`src/rtl/gen_timer_pkg.sv`:
```
// Shared definitions for the generic timer family: width helper and FSM state encoding.
package gen_timer_pkg;

  // floor(log2(x)); returns 0 for x <= 1
  function automatic int logb2(input int x);
    int v;
    int r;
    v = x;
    r = 0;
    while (v > 1) begin
      v = v >> 1;
      r = r + 1;
    end
    return r;
  endfunction

  typedef enum logic [1:0] {
    ST_IDLE    = 2'b00,
    ST_RUN     = 2'b01,
    ST_EXPIRED = 2'b10
  } timer_state_t;

endpackage

```
`src/rtl/gen_prescaler.sv`:
```
// Down-counting prescaler producing one tick every PRESCALE enabled clocks.
module gen_prescaler
  import gen_timer_pkg::*;
#(
  parameter int PRESCALE = 1
) (
  input  logic iClk,
  input  logic iRst_n,
  input  logic iClear,
  input  logic iRestart,
  input  logic iEn,
  output logic oTick
);

  localparam int PW = logb2(PRESCALE) + 1;
  localparam logic [PW-1:0] PRE_RLD = PW'(PRESCALE - 1);

  logic [PW-1:0] r_cnt;
  logic          w_zero;

  assign w_zero = (r_cnt == '0);
  // With PRESCALE=1 the count is pinned at 0, so the tick simply follows iEn.
  assign oTick  = iEn && w_zero;

  always_ff @(posedge iClk or negedge iRst_n) begin
    if (!iRst_n) begin
      r_cnt <= '0;
    end else if (iClear) begin
      r_cnt <= '0;
    end else if (iRestart) begin
      r_cnt <= PRE_RLD;
    end else if (iEn) begin
      if (w_zero) r_cnt <= PRE_RLD;
      else        r_cnt <= r_cnt - PW'(1);
    end
  end

endmodule

```
`src/rtl/gen_down_timer.sv`:
```
// Loadable prescaled down-counter with one-shot / auto-reload expiry and sticky flag.
module gen_down_timer
  import gen_timer_pkg::*;
#(
  parameter int MAX_LOAD = 1000,
  parameter int PRESCALE = 1,
  localparam int W = logb2(MAX_LOAD) + 1
) (
  input  logic         iClk,
  input  logic         iRst_n,
  input  logic         iLoad,
  input  logic [W-1:0] iLoadVal,
  input  logic         iAutoReload,
  input  logic         iCntEn,
  input  logic         iAbort,
  input  logic         iClrExp,
  output logic [W-1:0] oCntr,
  output logic         oRunning,
  output logic         oExpPulse,
  output logic         oExpired
);

  localparam logic [W-1:0] MAX_W = W'(MAX_LOAD);

  function automatic logic [W-1:0] f_sat(input logic [W-1:0] val);
    return (val > MAX_W) ? MAX_W : val;
  endfunction

  timer_state_t r_state;
  logic [W-1:0] r_cntr;
  logic [W-1:0] r_reload;
  logic         r_auto;
  logic         r_running;
  logic         r_exp_pulse;
  logic         r_expired;

  logic [W-1:0] w_sat;
  logic         w_pre_en;
  logic         w_tick;

  assign w_sat    = f_sat(iLoadVal);
  assign w_pre_en = (r_state == ST_RUN) && iCntEn && !iAbort && !iLoad;

  gen_prescaler #(
    .PRESCALE (PRESCALE)
  ) u_prescaler (
    .iClk     (iClk),
    .iRst_n   (iRst_n),
    .iClear   (iAbort),
    .iRestart (iLoad && !iAbort),
    .iEn      (w_pre_en),
    .oTick    (w_tick)
  );

  always_ff @(posedge iClk or negedge iRst_n) begin
    if (!iRst_n) begin
      r_state     <= ST_IDLE;
      r_cntr      <= '0;
      r_reload    <= '0;
      r_auto      <= 1'b0;
      r_running   <= 1'b0;
      r_exp_pulse <= 1'b0;
      r_expired   <= 1'b0;
    end else begin
      r_exp_pulse <= 1'b0;
      // Clear is applied first so any expiry below in the same cycle overrides it.
      if (iClrExp) r_expired <= 1'b0;

      if (iAbort) begin
        r_state   <= ST_IDLE;
        r_cntr    <= '0;
        r_running <= 1'b0;
      end else if (iLoad) begin
        r_cntr   <= w_sat;
        r_reload <= w_sat;
        r_auto   <= iAutoReload;
        if (w_sat == '0) begin
          r_state     <= ST_EXPIRED;
          r_running   <= 1'b0;
          r_exp_pulse <= 1'b1;
          r_expired   <= 1'b1;
        end else begin
          r_state   <= ST_RUN;
          r_running <= 1'b1;
        end
      end else begin
        case (r_state)
          ST_RUN: begin
            if (w_tick) begin
              if (r_cntr > W'(1)) begin
                r_cntr <= r_cntr - W'(1);
              end else begin
                r_exp_pulse <= 1'b1;
                r_expired   <= 1'b1;
                if (r_auto) begin
                  r_cntr <= r_reload;
                end else begin
                  r_cntr    <= '0;
                  r_state   <= ST_EXPIRED;
                  r_running <= 1'b0;
                end
              end
            end
          end
          ST_IDLE, ST_EXPIRED: begin
            r_state <= r_state;
          end
          default: begin
            r_state   <= ST_IDLE;
            r_running <= 1'b0;
          end
        endcase
      end
    end
  end

  assign oCntr     = r_cntr;
  assign oRunning  = r_running;
  assign oExpPulse = r_exp_pulse;
  assign oExpired  = r_expired;

endmodule

```
`config.mk`:
```
export PLATFORM = sky130hd
export DESIGN_NAME = gen_down_timer
export DESIGN_NICKNAME = d
export VERILOG_FILES = /design/src/rtl/gen_timer_pkg.sv /design/src/rtl/gen_prescaler.sv /design/src/rtl/gen_down_timer.sv
export SDC_FILE = /design/constraint.sdc
export NUM_CORES = 1
export LEC_CHECK = 0
export BUFFER_PORTS_ARGS = -buffer_cell sky130_fd_sc_hd__buf_4
export CORE_UTILIZATION = 35
export CTS_CLUSTER_SIZE = 25
export DETAILED_ROUTE_END_ITERATION = 8
export GPL_ROUTABILITY_DRIVEN = 0
export SETUP_SLACK_MARGIN = 0.4
export SKIP_CTS_REPAIR_TIMING = 1
export SLEW_MARGIN = 30
export SYNTH_ARGS = -nofsm -noshare
export SYNTH_HDL_FRONTEND = slang
export SYNTH_HIERARCHICAL = 1
export SYNTH_SLANG_ARGS = --single-unit
export TNS_END_PERCENT = 1
```
`constraint.sdc`:
```
create_clock -name iClk -period 1.7 [get_ports iClk]
set_input_delay 0.34 -clock iClk [delete_from_list [all_inputs] [get_ports iClk]]
set_output_delay 0.34 -clock iClk [all_outputs]
set_load 0.01 [all_outputs]
```
==> results of run 1 <==
final timing paths:
path                               end  cells past startpoint        start  slack [ns]
max                           oCntr[4]                      4     oCntr[7]       -0.16
min                             r_auto                      3  iAutoReload        0.28
max reg2reg                   oCntr[4]                      4     oCntr[7]       -0.16
min reg2reg                r_reload[8]                      2  r_reload[8]        0.49
max in group asynchronous     oCntr[7]                      2       iRst_n        0.90
min in group asynchronous  r_reload[8]                      2       iRst_n        0.53
logic make-up (layout without fill, tap and decap cells):
family,after synthesis,in the layout,synth area share (%)
flops,25,25,41.7
simple gates,65,65,22.9
fa+ha+maj,2,2,1.67
compound gates,54,54,24.4
xor+xnor,3,3,1.75
mux,3,3,2.09
buf+inv,19,80,5.51
flip-flops by register name (all words and copies together), names as in the netlist:
name / count
r_reload: 10
oRunning: 1
r_state: 1
oExpPulse: 1
r_auto: 1
oCntr: 10
oExpired: 1
synth_stat cells, types with 2 or more instances:
cell type,number
a211oi_1,4
a21o_1,6
a21oi_1,10
a221oi_1,2
a31oi_1,7
a32oi_1,2
and3_1,2
clkbuf_1,7
dfrtp_1,25
ha_1,2
inv_1,10
mux2i_1,2
nand2_1,23
nand2b_1,2
nand3_1,3
nand3b_1,2
nand4_1,3
nor2_1,10
nor3_1,5
nor3b_1,3
nor4_1,4
o21ai_0,8
o22ai_1,4
or3_1,3
or4_4,2
xnor2_1,3
power by group:
part           total, mW  internal (mW)  leakage (nW)  switching, mW
combinational      0.499          0.252         0.684          0.247
sequential         0.690          0.645         0.320         0.0446
clock              0.341          0.167        0.0228          0.174
cell type report:
type / instances / area (um^2) / area share (%)
inverters: 10 / 37.5 / 1.75
well taps: 50 / 62.6 / 2.91
flip-flops and latches: 25 / 627 / 29.2
multi-input cells: 127 / 856 / 39.8
repair buffers: 66 / 520 / 24.2
clock buffers: 4 / 45.0 / 2.10
stage by stage:
stage                     power, mW  TNS [ns]
final                          1.53    -0.746
after global placement         1.15    -0.491
after floorplan               0.934     -1.10
after CTS                      1.50     -1.04
after detailed placement       1.16    -0.743
after global routing           1.62     -1.44
routing by layer:
layer,vias up,track usage (%),wire length (um)
met1,755,30.1,2040
met2,47,33.9,2160
li1,756,-,-
met5,-,0,0
met3,7,2.87,167
met4,0,8.24,71
worst max-delay path, cell delays in order (launching register included):
cell	delay [ns]
dfrtp_2	0.41
or4_4	0.57
nor3_4	0.31
mux2_2	0.37
a21oi_1	0.12
==> results.ini, run 1 <==
[global_route]
grt_pass1_wl_um = 7320
grt_pass1_vias = 1513
antenna_found_initial = 0
grt_max_degree = 26
grtUsageTotal_pct = 21.6
grt.overflow.total = 0

[placement]
dp_slack_ns = -0.167
port_buffers = 29
dp_hpwl_um = 3500
placed_area_mm2 = 0.00201
place_inst = 277

[yosys]
netlist_area_mm2 = 0.00150
ys.flop_type = dfrtp_1
ys_seq_elements = 25
yosysSeqAreaShare_pct = 41.7
synth_top_area_share_pct = 41.7
syn-num-nets = 190
syn_inst = 171
synthTopCellsByArea = dfrtp_1 42%, nand2_1 5.8%, a21oi_1 3.3%, a21o_1 3.0%, a31oi_1 2.9%
synth_area_per_cell_um2 = 8.77
synthArstFlopShare_pct = 100
yosysUniqueCellTypes = 43
yosys.area.top_type = dfrtp_1
ys_warn_count = 6
synth_edf_count = 0

[timing]
worst_hold_slack_ns = 0.284
rsz0062_at_grt = true
worst_slew_margin_rel_pct = 71.0
slew_viol_final = 0
setup_viol = 10
clock_skew_ns = 0.00437
fmax_mhz = 539
tightest_slew_ns = 0.434
min_period_ns = 1.86
hold_viol = 0
timing.final.crit_share_pct = 109
setup_slack_ns = -0.156

[finish]
area_delta_synth_final_pct = 43.3
final_common_cell = buf_4
n_antenna_cell = 0
nFillCells = 384
final_util_pct = 52.9
nets = 252
instances_no_fill = 282
layout-drive-gt1-share_pct = 36.6
layout_common_cells = 59 x buf_4, 24 x dfrtp_1, 23 x nand2_1, 10 x inv_1, 10 x a21oi_1
final_cell_area_mm2 = 0.00215

[cts]
clkTransAtPathRegs_ns = 0.08
cts_root_buf = clkbuf_8
numCtsBuffers = 3
clk_latency_ns = 0.26
clock_sink_count = 25
ctsLongestPathBuffers = 2
cts_tree = yes
cts.htree.levels = 1

[route]
routed_wl_um = 4440
drtIter0Drc = 58
drt_drc_violations_left = 0
firstDrtPassIters = 4
viasPerCell = 5.55
ant_nets = 0
wl_per_cell_um = 15.7
vias = 1565

[outcome]
status = complete, but fails checks
violations = setup timing

[die]
start_util_pct = 36.9
die_h_um = 67.4
die-area_mm2 = 0.00455
io_pins = 30
rows = 23
core-area_mm2 = 0.00406
die_x_um = 67.4

[critical_path]
end_kind = flip-flop
crit_required_ns = 1.89
cp.arrival_ns = 2.05
crit_type = reg -> reg
start_kind = flip-flop
critPathMaxFanout = 5

[pwr]
leakage_nw = 1.03
power.density_mw_per_mm2 = 712
ir_drop_mv = 0.341

[flow_run]
maxCapViolations = 0

[min_path]
holdCritPathClass = in -> reg

Power figures use the tool's default switching activity.
==> run 2: changes to the inputs <==
--- a/config.mk
+++ b/config.mk
@@ -6,10 +6,13 @@
 export NUM_CORES = 1
 export LEC_CHECK = 0
 export BUFFER_PORTS_ARGS = -buffer_cell sky130_fd_sc_hd__buf_4
-export CORE_UTILIZATION = 35
+export CELL_PAD_IN_SITES_DETAIL_PLACEMENT = 2
+export CELL_PAD_IN_SITES_GLOBAL_PLACEMENT = 2
+export CORE_UTILIZATION = 29
 export CTS_CLUSTER_SIZE = 25
 export DETAILED_ROUTE_END_ITERATION = 8
 export GPL_ROUTABILITY_DRIVEN = 0
+export PLACE_DENSITY_LB_ADDON = 0.1
 export SETUP_SLACK_MARGIN = 0.4
 export SKIP_CTS_REPAIR_TIMING = 1
 export SLEW_MARGIN = 30
==> run 2 against run 1 <==
Compared with the run above: the run still ends with setup timing left; clock-buffer cell count unchanged; sequential share of layout area down 0.57 points; total power is 5.5% higher; sequential power about the same; largest cell class unchanged; largest power group unchanged.
==> results.ini, run 2 (synthesis results as in run 1) <==
[pwr]
ir_drop_mv = 0.337
leakage_nw = 1.04
total_power_mw = 1.61
power.density_mw_per_mm2 = 737

[min_path]
hold_depth = 3
holdCritPathClass = in -> reg

[global_route]
antenna_found_initial = 0
grt_max_degree = 26
grt.overflow.total = 0
grtUsageTotal_pct = 23.8
grt_pass1_vias = 1831
grt_pass1_wl_um = 9560

[finish]
n_antenna_cell = 0
layout-drive-gt1-share_pct = 37.6
final_common_cell = buf_4
layout_common_cells = 58 x buf_4, 24 x dfrtp_1, 23 x nand2_1, 10 x inv_1, 9 x buf_6
final_util_pct = 45.2
nets = 254
nFillCells = 552
area_delta_synth_final_pct = 46.2

[outcome]
violations = setup timing
status = complete, but fails checks

[route]
viasPerCell = 5.50
vias = 1655
drtIter0Drc = 71
routed_wl_um = 6320
drt_drc_violations_left = 0
firstDrtPassIters = 4
ant_nets = 0
wl_per_cell_um = 21.0

[die]
die_x_um = 73.9
rows = 25
start_util_pct = 30.9
die_h_um = 73.9
die-area_mm2 = 0.00546
io_pins = 30
core-area_mm2 = 0.00485

[cts]
ctsLongestPathBuffers = 2
cts_root_buf = clkbuf_8
numCtsBuffers = 3
clkTransAtPathRegs_ns = 0.10
cts.htree.levels = 1
cts_tree = yes
clk_latency_ns = 0.28
clock_sink_count = 25

[timing]
tightest_slew_ns = 0.464
clock_skew_ns = 0.00568
hold_viol = 0
timing.final.crit_share_pct = 112
setup_slack_ns = -0.198
min_period_ns = 1.90
worst_hold_slack_ns = 0.281
worst_slew_margin_rel_pct = 69.1
setup_viol = 10
slew_viol_final = 0
fmax_mhz = 527
rsz0062_at_grt = true

[placement]
port_buffers = 29
dp_hpwl_um = 4820

[critical_path]
crit_type = reg -> reg
cp.arrival_ns = 2.04
start_kind = flip-flop
r2r_cells = 5
crit_required_ns = 1.84
end_kind = flip-flop
critPathMaxFanout = 7

[flow_run]
maxCapViolations = 0

run 2: final timing paths:
check                                 start          end  slack, ns
max in group asynchronous            iRst_n     oCntr[7]       0.92
min in group asynchronous            iRst_n  r_reload[6]       0.50
worst min-delay path            iAutoReload       r_auto       0.28
worst min register to register  r_reload[7]  r_reload[7]       0.49
worst max-delay path               oCntr[6]     oCntr[9]      -0.20
worst max register to register     oCntr[6]     oCntr[9]      -0.20
run 2: area by class of cell:
type	instances	area [um^2]	area share (%)
inverters	10	37.5	1.71
clock buffers	4	45.0	2.06
flip-flops and latches	25	627	28.6
well taps	67	83.8	3.83
repair buffers	68	547	25.0
multi-input cells	127	851	38.8
run 2: critical path: stages, from the launching register on:
cell and delay (ns):
dfrtp_1 0.40, buf_4 0.17, or3_4 0.39, or3_1 0.34, o211ai_1 0.30, o311ai_1 0.16
run 2: where the power goes:
group | leakage, nW | internal [mW] | switching [mW]
combinational | 0.698 | 0.265 | 0.282
sequential | 0.320 | 0.645 | 0.0465
clock | 0.0228 | 0.168 | 0.207
total | 1.04 | 1.08 | 0.536
run 2: metrics by stage:
step / TNS, ns / worst slack (ns) / instances / cell area [um^2]
2_1_floorplan: -1.10 / -0.207 / 171 / 1510
3_3_place_gp: -0.481 / -0.146 / 294 / 2030
3_5_place_dp: -1.21 / -0.278 / 294 / 2030
4_1_cts: -1.68 / -0.317 / 298 / 2080
5_1_grt: -1.75 / -0.247 / 301 / 2190
6_report: -0.875 / -0.198 / 301 / 2190
run 2: per-layer routing:
layer	vias up	GRT usage, %	routed length (um)
li1	765	-	-
met5	-	0	0
met3	12	3.02	167
met1	834	29.9	2850
met4	0	7.26	136
met2	44	42.3	3170
==> run 3: changes to the inputs <==
--- a/config.mk
+++ b/config.mk
@@ -8,7 +8,7 @@
 export BUFFER_PORTS_ARGS = -buffer_cell sky130_fd_sc_hd__buf_4
 export CELL_PAD_IN_SITES_DETAIL_PLACEMENT = 2
 export CELL_PAD_IN_SITES_GLOBAL_PLACEMENT = 2
-export CORE_UTILIZATION = 29
+export CORE_UTILIZATION = 35
 export CTS_CLUSTER_SIZE = 25
 export DETAILED_ROUTE_END_ITERATION = 8
 export GPL_ROUTABILITY_DRIVEN = 0
==> constraint.sdc (replaced) <==
create_clock -name iClk -period 2.25 [get_ports iClk]
set_input_delay 0.45 -clock iClk [delete_from_list [all_inputs] [get_ports iClk]]
set_output_delay 0.45 -clock iClk [all_outputs]
set_load 0.01 [all_outputs]
==> run 3 against run 2 <==
Compared with the run above: the flow now finishes without violations; clock-buffer cell count unchanged; worst hold slack worse by 0.22 ns; cell area decreased by 9.9%.
==> results.ini, run 3 (synthesis results as in run 1) <==
[outcome]
status = finished clean

[die]
io_pins = 30
start_util_pct = 36.9
die_x_um = 67.4
die_h_um = 67.4
core-area_mm2 = 0.00406
die-area_mm2 = 0.00455
rows = 23

[finish]
nets = 235
multi_input_area_um2 = 818
seq_area_um2 = 629
layout_common_cells = 48 x buf_4, 22 x nand2_1, 22 x dfrtp_1, 10 x inv_1, 10 x a21oi_1
area_delta_synth_final_pct = 31.6
final_common_cell = buf_4
layout-drive-gt1-share_pct = 31.2
n_antenna_cell = 0
nFillCells = 450

[critical_path]
cp_slowest_cell = or4_4
slowest_delay_ns = 0.59
start_kind = flip-flop
end_kind = flip-flop
critPathMaxFanout = 8
crit_type = reg -> reg
crit_required_ns = 2.42
cp.arrival_ns = 2.11
cp_cell_sequence = or4_4, nor3_4, buf_12, mux2i_1, a221o_1

[cts]
clk_latency_ns = 0.28
clkTransAtPathRegs_ns = 0.09
cts.htree.levels = 1
clock_sink_count = 25
cts_tree = yes
numCtsBuffers = 3
cts_root_buf = clkbuf_8
ctsLongestPathBuffers = 2

[route]
viasPerCell = 5.86
drtIter0Drc = 77
ant_nets = 0
routed_wl_um = 5730
firstDrtPassIters = 4
drt_drc_violations_left = 0
vias = 1552
wl_per_cell_um = 21.6

[timing]
hold_viol = 0
timing.final.crit_share_pct = 86.0
worst_hold_slack_ns = 0.0627
rsz0062_at_grt = true
tightest_slew_ns = 0.458
setup_viol = 0
setup-tns-final_ns = 0
slew_viol_final = 0
fmax_mhz = 517
clock_skew_ns = 0.00160
min_period_ns = 1.93
worst_slew_margin_rel_pct = 69.5

[global_route]
grt_pass1_wl_um = 8630
grt_max_degree = 26
grtUsageTotal_pct = 26.4
antenna_found_initial = 0
grt_pass1_vias = 1621
grt.overflow.total = 0

[placement]
port_buffers = 29
dp_hpwl_um = 4170

[pwr]
leakage_nw = 0.936
power.density_mw_per_mm2 = 587
ir_drop_mv = 0.405

[flow_run]
maxCapViolations = 0

[min_path]
holdCritPathClass = in -> async

run 3: cell count changes in the layout (fill, tap and decap cells not counted), sizes merged:
| cell | previous run | this run |
|---|---|---|
| buf | 67 | 49 |
| dlygate4sd3 | 1 | 0 |
run 3: cell type report:
cell class,instances,share of cell area [%]
flip-flops and latches,25,31.9
clock buffers,4,2.28
well taps,50,3.17
repair buffers,49,19.3
multi-input cells,127,41.5
inverters,10,1.90
run 3: final timing paths:
path | startpoint | endpoint | slack (ns) | depth (start not counted)
setup / recovery | oCntr[7] | oCntr[3] | 0.32 | 5
hold / removal | iRst_n | r_reload[8] | 0.06 | 1
setup reg to reg | oCntr[7] | oCntr[3] | 0.32 | 5
hold reg to reg | r_reload[1] | r_reload[1] | 0.49 | 1
max in group asynchronous | iRst_n | oCntr[4] | 1.91 | 1
min in group iClk | iAutoReload | r_auto | 0.38 | 3
run 3: power by group:
group	switching (mW)	internal [mW]	total, mW
clock network	0.156	0.127	0.284
registers	0.0411	0.488	0.529
logic	0.188	0.157	0.345
total	0.386	0.772	1.16
run 3: worst max-delay path, delay by kind of cell (launching register included):
kind	cells	cell delay [ns]
buffers and inverters	1	0.15
flip-flops	1	0.45
multiplexers	1	0.07
AO/OA/AOI/OAI	1	0.35
AND/OR/NAND/NOR	2	0.81
run 3: metrics by stage:
step	utilization (%)	worst slack, ns	power, mW	std cells	area [um^2]
floorplan	-	0.343	0.707	171	1510
global placement	45.6	0.254	0.832	255	1850
detailed placement	45.6	0.195	0.851	255	1850
CTS	46.7	0.172	1.13	259	1900
global route	48.6	0.261	1.23	265	1970
finish	48.6	0.315	1.16	265	1970
run 3: metal layers:
layer	up-vias	share of wire, %	GRT usage, %
met5	-	0	0
met4	0	1.4	8.78
met3	7	2.8	3.04
met2	41	49	42.8
met1	775	46	36.4
li1	729	-	-
